[src/rtl/uart_rx.sv]
// UART receiver: 2-flop synchronizer and start/data/parity/stop FSM with a one-cycle rx_valid strobe.
// Optional build macro UART_RX_MAJORITY_EN selects 3-sample majority voting at every sample point.
module uart_rx #(
    parameter int CLK_FREQ  = 100_000_000,
    parameter int BAUD_RATE = 9600,
    parameter int DATA_BITS = 8,
    parameter int PARITY    = 0
) (
    input  logic                 clk,
    input  logic                 rst,
    input  logic                 rx_in,
    output logic [DATA_BITS-1:0] rx_data,
    output logic                 rx_valid,
    output logic                 rx_busy,
    output logic                 frame_err,
    output logic                 parity_err
);
    localparam int BIT_PERIOD = CLK_FREQ / BAUD_RATE;
    localparam int HALF       = BIT_PERIOD / 2;
    localparam logic [15:0] HALF_END = 16'(HALF - 1);
    localparam logic [15:0] BIT_END  = 16'(BIT_PERIOD - 1);
    localparam logic [3:0]  LAST_BIT = 4'(DATA_BITS - 1);

    typedef enum logic [2:0] {IDLE, START, DATA, PAR, STOP, WAIT_HIGH} state_t;

    state_t               state;
    logic [1:0]           sync;
    logic                 rxs;
    logic                 sample;
    logic [15:0]          cnt;
    logic [3:0]           bit_idx;
    logic [DATA_BITS-1:0] shreg;
    logic                 par_bad;

    always_ff @(posedge clk) begin
        if (rst) sync <= 2'b11;
        else     sync <= {sync[0], rx_in};
    end
    assign rxs = sync[1];

`ifdef UART_RX_MAJORITY_EN
    // Vote window is the current rxs plus the two previous values, so sample cycles do not move.
    logic [1:0] hist;
    always_ff @(posedge clk) begin
        if (rst) hist <= 2'b11;
        else     hist <= {hist[0], rxs};
    end
    assign sample = (rxs & hist[0]) | (rxs & hist[1]) | (hist[0] & hist[1]);
`else
    assign sample = rxs;
`endif

    always_ff @(posedge clk) begin
        if (rst) begin
            state      <= IDLE;
            cnt        <= '0;
            bit_idx    <= '0;
            shreg      <= '0;
            par_bad    <= 1'b0;
            rx_data    <= '0;
            rx_valid   <= 1'b0;
            rx_busy    <= 1'b0;
            frame_err  <= 1'b0;
            parity_err <= 1'b0;
        end else begin
            rx_valid <= 1'b0;
            case (state)
                IDLE: if (!rxs) begin
                    state   <= START;
                    cnt     <= '0;
                    rx_busy <= 1'b1;
                end
                START: if (cnt == HALF_END) begin
                    cnt     <= '0;
                    bit_idx <= '0;
                    if (!sample) state <= DATA;
                    else begin
                        state   <= IDLE;
                        rx_busy <= 1'b0;
                    end
                end else cnt <= cnt + 16'd1;
                DATA: if (cnt == BIT_END) begin
                    cnt     <= '0;
                    shreg   <= {sample, shreg[DATA_BITS-1:1]};
                    bit_idx <= bit_idx + 4'd1;
                    if (bit_idx == LAST_BIT) state <= (PARITY != 0) ? PAR : STOP;
                end else cnt <= cnt + 16'd1;
                PAR: if (cnt == BIT_END) begin
                    cnt     <= '0;
                    par_bad <= (PARITY == 1) ? ~(^shreg ^ sample) : (^shreg ^ sample);
                    state   <= STOP;
                end else cnt <= cnt + 16'd1;
                STOP: if (cnt == BIT_END) begin
                    cnt        <= '0;
                    rx_data    <= shreg;
                    frame_err  <= ~sample;
                    parity_err <= par_bad;
                    rx_valid   <= 1'b1;
                    if (sample) begin
                        state   <= IDLE;
                        rx_busy <= 1'b0;
                    end else state <= WAIT_HIGH;
                end else cnt <= cnt + 16'd1;
                // A held-low line (break) must not look like a new start bit.
                WAIT_HIGH: if (rxs) begin
                    state   <= IDLE;
                    rx_busy <= 1'b0;
                end
                default: begin
                    state   <= IDLE;
                    rx_busy <= 1'b0;
                end
            endcase
        end
    end
endmodule
[config.mk]
export PLATFORM = sky130hd
export DESIGN_NAME = uart_rx
export DESIGN_NICKNAME = d
export VERILOG_FILES = /design/src/rtl/uart_rx.sv
export SDC_FILE = /design/constraint.sdc
export NUM_CORES = 1
export LEC_CHECK = 0
export CAP_MARGIN = 10
export CORE_MARGIN = 5
export CORE_UTILIZATION = 50
export DETAILED_ROUTE_END_ITERATION = 6
export GPL_TIMING_DRIVEN = 0
export PLACE_DENSITY = 0.72
export SLEW_MARGIN = 20
export SYNTH_ARGS = -nofsm -noshare
export SYNTH_HDL_FRONTEND = slang
export SYNTH_SLANG_ARGS = --single-unit
[constraint.sdc]
create_clock -name clk -period 1.9 [get_ports clk]
set_input_delay 0.38 -clock clk [delete_from_list [all_inputs] [get_ports clk]]
set_output_delay 0.38 -clock clk [all_outputs]
set_load 0.01 [all_outputs]
* Word level (Yosys, flattened, before mapping)
Index checks and enable logic that the tools add are counted.
Operators by class: equality and inequality tests 15, bitwise logic cells 4, muxes and demuxes 23, add/sub/neg operators 2, reduce and logical (&&, ||, !) cells 14
Operator list (count):
- $mux W16 | 3
- $pmux W16 S3 | 1
- $mux W3 | 8
- $pmux W3 S6 | 1
- $add A16 B1 Y16 const B | 1
- $eq A16 B13 Y1 const B | 1
- $eq A16 B14 Y1 const B | 1
- $ne A2 B2 Y1 const B | 7
- $mux W4 | 2
- $pmux W4 S2 | 1
- $reduce_and A2 Y1 | 4
- $reduce_xor A8 Y1 | 1
- $reduce_and A7 Y1 | 1
- $eq A3 B2 Y1 const B | 2
- $eq A3 B3 Y1 const B | 2
- $mux W1 | 5
- $pmux W1 S5 | 1
- $add A4 B1 Y4 const B | 1
- $eq A4 B3 Y1 const B | 1
- $reduce_and A4 Y1 | 1
- $reduce_or A2 Y1 | 2
- $eq A3 B1 Y1 const B | 1
- $logic_not A3 Y1 | 1
- $not A1 Y1 | 3
- other kinds (6) | 6
Storage, ports and cells: bits in registers 46, output and inout port bits 12

* Logic depth before layout (Yosys ltp)
word-level depth 4, gate-level depth with buffers 7, gate-level depth less buffers 6

* Least setup slack after synthesis
No wires, ideal clock.
kind register to register, start register cnt[3], end register state[2], library setup time 0.070 ns, path buffers 1, data arrival time 2.019 ns, setup slack -0.189 ns, stages on the path, launching flop included 7, cells stage by stage dfxtp_1 -> buf_2 -> or4b_4 -> nor4_4 -> o22ai_2 -> or4_1 -> a21oi_1
On the way: cells in the longest elaborated chain, start to end 3, elaborated cells between the ends (all ways) 7
RTL lines:
- start: declaration | line 30 | logic [15:0] cnt;
- start signal: assignment | line 81 | end else cnt <= cnt + 16'd1;
- start signal: assignment | line 87 | end else cnt <= cnt + 16'd1;
- start signal: assignment | line 92 | end else cnt <= cnt + 16'd1;
- $eq A16 B14 Y1 or $eq A16 B13 Y1 (tied branches)
- $ne A2 B2 Y1 (no line)
- $reduce_and A7 Y1 (no line) (*)
- end signal: assignment | line 86 | if (bit_idx == LAST_BIT) state <= (PARITY != 0) ? PAR : STOP;
- end: declaration | line 26 | state_t state;
Mark *: on every way between the ends. The rest lies on a longest branch, timed or not. A chain may end at the register's enable or synchronous reset.

* Final worst setup path
start register cnt[14], end register state[1]
Same word-level chain as after synthesis.

==> parameters.txt <==
Parameter                              Value

Run status
  Result of the run    complete, but fails checks
  Failing checks    negative setup slack

Power and ir drop
  Internal power    1.411 mW
  Tot Pwr    1.833 mW
  Proportion of power drawn by combinational gates    6.1%
  Leakage power figure    1.036 nW
  Share of power burned in the clock network    40.6%
  Fraction of power consumed by sequential logic    53.3%
  Power density cells    665.6 nW/um2
  P_sw    0.4217 mW
  Switching fraction of total power    23.01%
  Worst VDD drop    0.0005766 V

Min path
  Instance count along the most critical hold path    1
  Class of the tightest hold or removal check    reg2reg
  Endpoint with the worst hold slack    sync[1]$_SDFF_PP1_
  Min-Delay Startpoint    sync[0]$_SDFF_PP1_

Setup path
  Worst Reg2Reg Path Length in Cells    6
  Required @ worst endpoint    2.15 ns
  Biggest fanout along the worst timing path    5
  Data arrival time of the worst path    2.34 ns
  Worst flop-to-flop path endpoint    state[1]$_SDFFE_PP0P_
  Kind of critical path    reg2reg
  R2R Setup Slk    -0.20 ns
  Worst r2r src    cnt[14]$_SDFFE_PP0P_
  Crit path from    cnt[14]$_SDFFE_PP0P_
  CP Capture Type    flip-flop
  Worst setup SP type    flip-flop

Synth
  Top post-synthesis cells by count    dfxtp_1, nor2_1, mux2i_1, nand2_1, nand3_1
  Combined area of all synthesized cells    2166 um2
  Post-Synthesis Net Count    246
  Count of flip-flops with a built-in enable after synthesis    0
  Number of distinct library cells after synthesis    42
  Primary FF master, synth    dfxtp_1
  Area contributors post-synth    dfxtp_1, mux2i_1, nor2_1
  Area share of the leading cell type in the synthesized netlist    42.52%
  Cell with the most instances after synthesis    dfxtp_1
  Sequential-to-total area share from yosys stat    42.52%
  Mean area per synthesized cell    8.987 um2
  Async set-reset flop share out of synthesis    0%
  Instance count of the mapped netlist    241
  Yosys reg bits    46
  Warnings, synthesis    0
  Post-synth top area cell    dfxtp_1

Floorplanning
  Std cell rows    24
  DIE AREA    5748 um2
  Effective utilization at floorplan    50.79%
  Area of the core region    4264 um2
  Die Y    75.82 um
  Die Wd    75.82 um
  Number of top-level pins    15

STA
  Fin Setup TNS    -4.898 ns
  Worst Max-Slew Pin Slew    0.5561 ns
  Final setup violating endpoints    42
  Number of endpoints with negative hold slack in the final report    0
  Final worst path period need    2.096 ns
  Fraction of the cycle the final worst path needs    110.3%
  Maximum clock frequency    477.1 MHz
  Final slew viol count    0
  Relative slew slack    62.93%
  Slack of the critical path    -0.1962 ns
  Final Skew    0.01422 ns
  Unrepaired setup endpoints after global routing    true

Cells and area
  Util after Layout    64.58%
  Diodes inserted    0
  Share of cells above drive strength 1    24.36%
  Register cell area after layout    928.4 um2
  Post-route cell area    2754 um2
  Nets    279
  Layout fillers    345
  Relative area change from synthesis to final layout    27.15%
  Footprint of the multi-input gates    1295 um2

CTS
  Clock sink count    46
  Number of buffers between clock root and the deepest sink    2
  Worst-Skew Late Latency    0.31 ns
  CTS buffer count    5
  Depth of the CTS H-tree    2
  Worst-path clk slew    0.10 ns
  Master cell of the clock root buffer    clkbuf_8
  TritonCTS clock tree    yes

Global routing
  Wire length of the first global-routing pass    8.355 mm
  Via count of the first global-routing pass    1752
  Met3 usage    4.222%
  Global-route congestion overflow total    0
  Initial antenna violation count    0
  M1 GR Usage    25.02%
  Largest net degree at the start of global routing    16
  Met2 usage    30.51%
  GRT busiest layer    met2
  All-layer global routing usage    18.98%

Routing
  Post-DR vias/cell    5.554
  Detailed-route wire length    4.886 mm
  Drt pass-1 iters    4
  Number of DRC violations after detailed routing    0
  First DRT Iteration DRCs    166
  Number of routed nets with antenna violations    0
  Routed len/inst    14.94 um
  Vias post-DR    1816

Placement
  Final estimated routing congestion in global placement    0.8107
  Post-place instance area    2370 um2
  PortBufs    13
  Detailed placer's ending HPWL    2.958 mm

Job
  Max-Cap Viols    0
[registers in the layout (all words and copies together), names as in the netlist]
register and cells:
parity_err 1, rx_valid 1, par_bad 1, cnt 16
rx_data 8, sync 2, shreg 8, rx_busy 1
frame_err 1, state 3, bit_idx 4
[per-layer routing]
| metal | wire, um | share of wire [%] |
|---|---|---|
| met4 | 74 | 1.5 |
| met2 | 2390 | 49 |
| met1 | 2280 | 47 |
| met5 | 0 | 0 |
| met3 | 141 | 2.9 |
[how the worst max path moves through the flow]
| stage | to | slack (ns) | cells after the start |
|---|---|---|---|
| floorplan | state[1]$_SDFFE_PP0P_ | -0.12 | 5 |
| global placement | state[1]$_SDFFE_PP0P_ | -0.29 | 5 |
| detailed placement | state[1]$_SDFFE_PP0P_ | -0.27 | 5 |
| CTS | bit_idx[2]$_SDFFE_PP0P_ | -0.18 | 7 |
| global route | state[1]$_SDFFE_PP0P_ | -0.27 | 6 |
| finish | state[1]$_SDFFE_PP0P_ | -0.20 | 6 |
[cell type report]
type	count	area share [%]
plain buffers	11	2.908
clock buffers	5	2.499
clock inverters	3	1.590
inverters	2	0.2726
multi-input cells	180	47.02
flip-flops and latches	46	33.71
well taps	52	2.363
repair buffers	28	9.632
[cells in the final DEF, fill, tap and decap left out, drive strengths merged, types with 5 or more instances in the layout]
cell type,Yosys,final
a21oi,10,10
buf,4,19
clkbuf,9,12
clkdlybuf4s50,0,13
dfxtp,46,46
mux2i,19,19
nand2,15,15
nand3,14,14
nand4,6,6
nand4b,5,5
nor2,42,42
o21ai,6,6
xnor2,6,6
xor2,11,11
[power groups by stage]
stage	logic (mW)	registers, mW	clock network [mW]
5_1_grt	0.121	0.979	0.805
2_1_floorplan	0.0603	0.996	0
6_report	0.112	0.978	0.744
3_3_place_gp	0.0828	0.997	0
3_5_place_dp	0.0835	0.997	0
4_1_cts	0.100	0.977	0.759
[repair_timing]
item / CTS / global route
hold buffers: 0 / 0
resized for setup: 27 / 31
setup endpoints to repair: 39 / 43
cloned: 3 / 0
pin swaps: 19 / 5
hold endpoints to repair: 0 / 0
setup buffers: 9 / 3
[worst max-delay path, cell delays in order (launching register included)]
cell     delay, ns
dfxtp_2       0.33
or4_4         0.55
buf_4         0.16
nor4_4        0.21
o22ai_2       0.15
or4b_1        0.51
a21oi_2       0.14
[kinds of logic after synthesis]
group | after synthesis | share of synthesized area [%]
and+or+nand+nor | 111 | 27.79
DFF | 46 | 42.52
AOI/OAI and AO/OA | 30 | 8.897
muxes | 19 | 8.781
xor gates and xnor gates | 18 | 7.914
buffers and inverters | 15 | 2.946
adders and majority gates | 2 | 1.155
[per-stage QoR]
step | setup WS, ns | hold WS, ns | std cells
after floorplan | -0.1152 | 0.3895 | 241
after global placement | -0.2891 | 0.3923 | 306
after detailed placement | -0.2719 | 0.4086 | 306
after CTS | -0.1818 | 0.4318 | 324
after global routing | -0.2719 | 0.4452 | 327
final | -0.1962 | 0.4363 | 327
Note: power is estimated with default switching activity, not from simulation.
